--- src/rtl/lp805x_clksel_ctrl_if.sv ---
// Bundle of request, lock and mux-control signals between software/PLL side and the clock sequencer.
// master drives requests and the raw PLL lock; slave (the sequencer) drives the mux controls and status.
// Pure wiring, no state.
interface lp805x_clksel_ctrl_if;
  logic       wr;
  logic [1:0] wr_data;
  logic       locked_in;
  logic       lost_clr;
  logic [1:0] select;
  logic       clk_ena;
  logic       busy;
  logic [1:0] req;
  logic       lock_ok;
  logic       lock_lost;

  modport master (
    output wr, wr_data, locked_in, lost_clr,
    input  select, clk_ena, busy, req, lock_ok, lock_lost
  );

  modport slave (
    input  wr, wr_data, locked_in, lost_clr,
    output select, clk_ena, busy, req, lock_ok, lock_lost
  );
endinterface

--- src/rtl/lp805x_clksel_ctrl.sv ---
// Glitch-safe clock-source sequencer driving the clkctrl mux select and enable, with PLL lock qualification.
// Latency: select changes GATE_CYC+2 edges after the deciding edge, clk_ena returns at 2*GATE_CYC+2.
// No back-pressure: requests are latched on every write, last write wins, busy is status only.
module lp805x_clksel_ctrl #(
  parameter int LOCK_STABLE = 16,
  parameter int GATE_CYC    = 4,
  parameter int CNT_W       = 8
) (
  input logic                 clk,
  input logic                 rst,
  lp805x_clksel_ctrl_if.slave bus
);

  localparam logic [CNT_W-1:0] LOCK_MAX  = CNT_W'(LOCK_STABLE);
  localparam logic [CNT_W-1:0] GATE_LAST = CNT_W'(GATE_CYC - 1);
  localparam logic [CNT_W-1:0] CNT_ONE   = CNT_W'(1);

  typedef enum logic [1:0] {
    RUN      = 2'd0,
    GATE_OFF = 2'd1,
    SWITCH   = 2'd2,
    GATE_ON  = 2'd3
  } state_t;

  state_t           state;
  state_t           state_nxt;
  logic             sync1;
  logic             sync2;
  logic [CNT_W-1:0] lcnt;
  logic [CNT_W-1:0] gcnt;
  logic [CNT_W-1:0] gcnt_nxt;
  logic [1:0]       req;
  logic [1:0]       sel;
  logic [1:0]       sel_nxt;
  logic [1:0]       target;
  logic             ena;
  logic             ena_nxt;
  logic             lock_ok;
  logic             lost;
  logic             lost_set;

  // Lock tracker: two-flop synchronizer, then a saturating run-length counter of locked samples.
  always_ff @(posedge clk) begin
    if (rst) begin
      sync1 <= 1'b0;
      sync2 <= 1'b0;
      lcnt  <= '0;
    end else begin
      sync1 <= bus.locked_in;
      sync2 <= sync1;
      if (!sync2) begin
        lcnt <= '0;
      end else if (lcnt != LOCK_MAX) begin
        lcnt <= lcnt + CNT_ONE;
      end
    end
  end

  assign lock_ok = (lcnt == LOCK_MAX);

  // The edge where lock_ok drops is the one where the counter clears while saturated.
  assign lost_set = lock_ok & ~sync2 & sel[1];

  // Request latch and sticky lock-loss flag; a simultaneous set beats the clear.
  always_ff @(posedge clk) begin
    if (rst) begin
      req  <= 2'd0;
      lost <= 1'b0;
    end else begin
      if (bus.wr) begin
        req <= bus.wr_data;
      end
      if (lost_set) begin
        lost <= 1'b1;
      end else if (bus.lost_clr) begin
        lost <= 1'b0;
      end
    end
  end

  // PLL sources are only allowed while lock is debounced-good; otherwise fall back to raw inclk0.
  assign target = (req[1] && !lock_ok) ? 2'd0 : req;

  // Sequencer state, mux select, enable and gate timer registers.
  always_ff @(posedge clk) begin
    if (rst) begin
      state <= RUN;
      sel   <= 2'd0;
      ena   <= 1'b1;
      gcnt  <= '0;
    end else begin
      state <= state_nxt;
      sel   <= sel_nxt;
      ena   <= ena_nxt;
      gcnt  <= gcnt_nxt;
    end
  end

  // Next-state: gate the mux off, hold, swap select (re-reading target), hold, re-enable.
  always_comb begin
    state_nxt = state;
    sel_nxt   = sel;
    ena_nxt   = ena;
    gcnt_nxt  = gcnt;
    case (state)
      RUN: begin
        if (target != sel) begin
          state_nxt = GATE_OFF;
          ena_nxt   = 1'b0;
          gcnt_nxt  = '0;
        end
      end
      GATE_OFF: begin
        if (gcnt == GATE_LAST) begin
          state_nxt = SWITCH;
        end else begin
          gcnt_nxt = gcnt + CNT_ONE;
        end
      end
      SWITCH: begin
        sel_nxt   = target;
        gcnt_nxt  = '0;
        state_nxt = GATE_ON;
      end
      GATE_ON: begin
        if (gcnt == GATE_LAST) begin
          ena_nxt   = 1'b1;
          state_nxt = RUN;
        end else begin
          gcnt_nxt = gcnt + CNT_ONE;
        end
      end
      default: begin
        state_nxt = RUN;
      end
    endcase
  end

  assign bus.select    = sel;
  assign bus.clk_ena   = ena;
  assign bus.busy      = (state != RUN);
  assign bus.req       = req;
  assign bus.lock_ok   = lock_ok;
  assign bus.lock_lost = lost;

endmodule

--- src/flat_wrapper.sv ---
// flat-port wrapper written by rule: the top's interface ports become plain ports
module lp805x_clksel_ctrl_flat 
#(
  parameter int LOCK_STABLE = 16,
  parameter int GATE_CYC    = 4,
  parameter int CNT_W       = 8
)
  (clk, rst, bus_wr, bus_wr_data, bus_locked_in, bus_lost_clr, bus_select, bus_clk_ena, bus_busy, bus_req, bus_lock_ok, bus_lock_lost);
  lp805x_clksel_ctrl_if bus_i ();
  input logic clk;
  input logic rst;
  input wire logic [$bits(bus_i.wr)-1:0] bus_wr;
  input wire logic [$bits(bus_i.wr_data)-1:0] bus_wr_data;
  input wire logic [$bits(bus_i.locked_in)-1:0] bus_locked_in;
  input wire logic [$bits(bus_i.lost_clr)-1:0] bus_lost_clr;
  output wire logic [$bits(bus_i.select)-1:0] bus_select;
  output wire logic [$bits(bus_i.clk_ena)-1:0] bus_clk_ena;
  output wire logic [$bits(bus_i.busy)-1:0] bus_busy;
  output wire logic [$bits(bus_i.req)-1:0] bus_req;
  output wire logic [$bits(bus_i.lock_ok)-1:0] bus_lock_ok;
  output wire logic [$bits(bus_i.lock_lost)-1:0] bus_lock_lost;
  assign bus_i.wr = bus_wr;
  assign bus_i.wr_data = bus_wr_data;
  assign bus_i.locked_in = bus_locked_in;
  assign bus_i.lost_clr = bus_lost_clr;
  assign bus_select = bus_i.select;
  assign bus_clk_ena = bus_i.clk_ena;
  assign bus_busy = bus_i.busy;
  assign bus_req = bus_i.req;
  assign bus_lock_ok = bus_i.lock_ok;
  assign bus_lock_lost = bus_i.lock_lost;
  lp805x_clksel_ctrl #(.LOCK_STABLE(LOCK_STABLE), .GATE_CYC(GATE_CYC), .CNT_W(CNT_W)) u_core (.clk(clk), .rst(rst), .bus(bus_i));
endmodule
--- config.mk ---
export PLATFORM = sky130hd
export DESIGN_NAME = lp805x_clksel_ctrl_flat
export DESIGN_NICKNAME = d
export VERILOG_FILES = /design/src/rtl/lp805x_clksel_ctrl_if.sv /design/src/rtl/lp805x_clksel_ctrl.sv /design/src/flat_wrapper.sv
export SDC_FILE = /design/constraint.sdc
export NUM_CORES = 1
export LEC_CHECK = 0
export ABC_CLOCK_PERIOD_IN_PS = 2620
export BUFFER_PORTS_ARGS = -buffer_cell sky130_fd_sc_hd__buf_2
export CAP_MARGIN = 20
export CORE_MARGIN = 2
export CORE_UTILIZATION = 56
export CTS_CLUSTER_SIZE = 30
export DETAILED_ROUTE_END_ITERATION = 16
export GPL_TIMING_DRIVEN = 0
export PLACE_DENSITY_LB_ADDON = 0.2
export SETUP_SLACK_MARGIN = 0.1
export SLEW_MARGIN = 5
export SYNTH_ARGS = -nofsm -noshare
export SYNTH_HDL_FRONTEND = slang
export SYNTH_SLANG_ARGS = --single-unit
--- constraint.sdc ---
create_clock -name clk -period 2.62 [get_ports clk]
set_input_delay 0.262 -clock clk [delete_from_list [all_inputs] [get_ports clk]]
set_output_delay 0.262 -clock clk [all_outputs]
set_load 0.1 [all_outputs]
==> summary.txt <==
Outcome
  • Status: finished, final reports clean

Drt
  • Drt total wl: between 2 and 2.5 mm
  • Via Count: 1041
  • Initial DRC Count: 25
  • Pre-Repair DR Iteration Count: 4
  • Avg WL per Cell: 12.8 um
  • Vias per inst: 5.60
  • DRC viols: 0
  • Post-DRT Antenna Nets: 0

Global routing
  • Global-route wire length before repair: a little over 4 mm
  • Initial antenna violation count: 0
  • Largest net degree at the start of global routing: 16
  • Vias in the first global route: a little over 900
  • Total track usage: 20.6%
  • Overflow after GRT: 0

Timing
  • Fmax achieved: 419 MHz
  • RSZ-0062 raised after global routing: no
  • Final hold violations: 0
  • Worst-Margin Slew: 741 ps
  • Crit share post-route: between 90% and 100%
  • Setup TNS Final: 0 ps
  • Slew Limit Fails: 0
  • # setup viols final: 0
  • PnR worst setup slack: around 230 ps
  • WHS: 130 ps
  • Final min period: 2390 ps
  • Slew HR: between 50% and 60%
  • Final Skew: 4.07 ps

Logic synthesis
  • Mean cell area of the mapped netlist: about 9 um^2
  • Number of synthesized register bits: 26
  • Synth cell types: 36
  • Synth Warn #: 0
  • Netlist Area Pre-Place: 0.00127 mm^2
  • Async set-or-reset flop fraction in the synthesized netlist: 0%
  • Register area share after synthesis: roughly two fifths
  • Post-synth EDFFs: 0
  • Post-synth net total: 155
  • Synth Instances: 140
  • Yosys top cell area share: 41.0%
  • Largest cells by area after synthesis: dfxtp_1 41%, ha_1 7.9%, nor2_1 5.9%
  • Yosys top cell by area: dfxtp_1
  • Dominant synthesized flop cell: dfxtp_1

Setup path
  • R2R depth: 7
  • Critical path fanouts, max: 10
  • WS Path Type: reg -> reg
  • CP Launch Point: u_core.gcnt[0]
  • CP arrival: about 2600 ps
  • Type of origin of the critical path: flop
  • CP Cell Sequence: ha_1 -> or4b_2 -> or3_1 -> or4b_4 -> buf_6 -> mux2i_1 -> nor2_1
  • R2R Path Start: u_core.gcnt[0]
  • Critical R2R Capture: u_core.gcnt[0]
  • Max incr delay on CP: 670 ps
  • Crit-path slowest cell: or4b_2
  • Crit. End Element: flop
  • Reg2reg setup slack: 230 ps
  • Required @ worst endpoint: 2840 ps

Clock tree
  • Clock Sinks: 26
  • Post-CTS setup buffers: 0
  • Worst-path clk slew: 150 ps
  • Worst skew pair latency: 330 ps
  • Longest Clk Path Bufs: 2
  • CTS Buf Count: 3
  • TritonCTS clock tree: yes
  • Root Buffer: clkbuf_4
  • H-tree Lvls: 1

Placement
  • Port buffer count: 14
  • Area after DPL: between 0.001 and 0.0015 mm^2
  • Gpl congestion: 0.831
  • Pre-CTS WS: 145 ps
  • DPL Wire Length: 1.72 mm

Die
  • Row cnt: 17
  • Core area: 0.00217 mm^2
  • Initial Util: 58.5%
  • Total die area: 0.00266 mm^2
  • IO Count: 15
  • Die H: 51.6 um
  • Die W: 51.6 um

Worst hold path
  • Hold Path Cell Cnt: 2
  • Min-Delay Path Class: in -> reg
  • Worst Hold Endpoint: u_core.sync1
  • HP Start: bus_locked_in

Final layout
  • Multi-input logic area: 723 um^2
  • Nets: 174
  • Area growth from synthesis to layout: 13.5%
  • Commonest non-fill, non-tap cell in the layout: dfxtp_1
  • Share of cells above drive strength 1: 17.7%
  • Ant. Diodes: 0
  • Most frequent cells in the layout: 22 x dfxtp_1, 19 x nor2_1, 14 x buf_2
  • Filler cells: 190
  • Final non-filler cell area: 0.00144 mm^2
  • Seq. cell area: 526 um^2

Power and ir drop
  • LEAKAGE: around 0.57 nW
  • Maximum vdd drop: 0.000735 V
  • PD cells: 824 mW/mm^2

Flow run
  • Max Cap Viol: 0
## layout make-up
class	instances	share of cell area, %
tap	28	2.43
multi-input combinational	107	50.2
timing repair buffer	14	4.87
sequential	26	36.5
clock buffer	3	1.56
clock inverter	1	2.09
inverter	5	1.30
buffer	2	1.04
## worst max-delay path: cells and delay by family, from the launching register on
| kind | cells | cell delay, ps |
|---|---|---|
| fa+ha+maj | 1 | 250 |
| buf+inv | 1 | 130 |
| simple gates | 4 | 1320 |
| flops | 1 | 410 |
| mux | 1 | 180 |
## stage by stage
stage / total power, mW / std cells / util, %
CTS: 1.18 / 186 / 66.0
global placement: 0.885 / 182 / 63.6
floorplan: 0.819 / 140 / -
finish: 1.19 / 186 / 66.4
global route: 1.24 / 186 / 66.4
detailed placement: 0.901 / 182 / 63.6
## how the worst max path moves through the flow
stage          cells after the start  slack [ps]              end
6_report                           7         230   u_core.gcnt[0]
2_1_floorplan                      6         120   u_core.gcnt[6]
4_1_cts                            6         100  u_core.state[0]
3_3_place_gp                       6         190  u_core.state[1]
3_5_place_dp                       6         140  u_core.state[1]
5_1_grt                            7         100   u_core.gcnt[5]
## report_power, final
part	switching, mW	total, mW	internal [mW]
sequential	0.0282	0.454	0.425
combinational	0.317	0.453	0.136
clock	0.125	0.280	0.155
## logic make-up (layout without fill, tap and decap cells)
family | count (synthesis) | in the layout | synth area share, %
AO/OA/AOI/OAI | 22 | 22 | 10.4
XOR/XNOR | 9 | 9 | 6.21
adder cells (fa/ha/maj) | 8 | 8 | 7.89
buffers and inverters | 7 | 25 | 2.66
flip-flops | 26 | 26 | 41.0
multiplexers | 5 | 5 | 3.94
AND/OR/NAND/NOR | 63 | 63 | 27.9
## state kept, by name (all words and copies together), names as in the netlist
register              flops
u_core.bus.req            2
u_core.sync2              1
u_core.state              2
u_core.lcnt               8
u_core.sync1              1
u_core.bus.select         2
u_core.bus.lock_lost      1
u_core.gcnt               8
u_core.bus.clk_ena        1
## layer usage
metal / GRT usage [%] / part of all wire, % / up-vias
li1: - / - / 529
met1: 27.4 / 49 / 486
met2: 33.3 / 46 / 22
met3: 2.59 / 3.2 / 4
met4: 9.21 / 1.5 / 0
met5: 0 / 0 / -
## repair_timing
item / in CTS / in global routing
hold buffers: 0 / 0
gates resized for setup: 0 / 3
endpoints found under the setup margin: 0 / 3
hold endpoints to repair: 0 / 0
## synthesized netlist by cell type (all sizes together), types with 4 or more instances
library cell	number
a21oi	8
dfxtp	26
ha	8
inv	5
mux2i	5
nand2b	4
nand3	9
nor2	20
nor3	4
o21ai	6
or3	8
xnor2	4
xor2	5
Power figures use the tool's default switching activity.
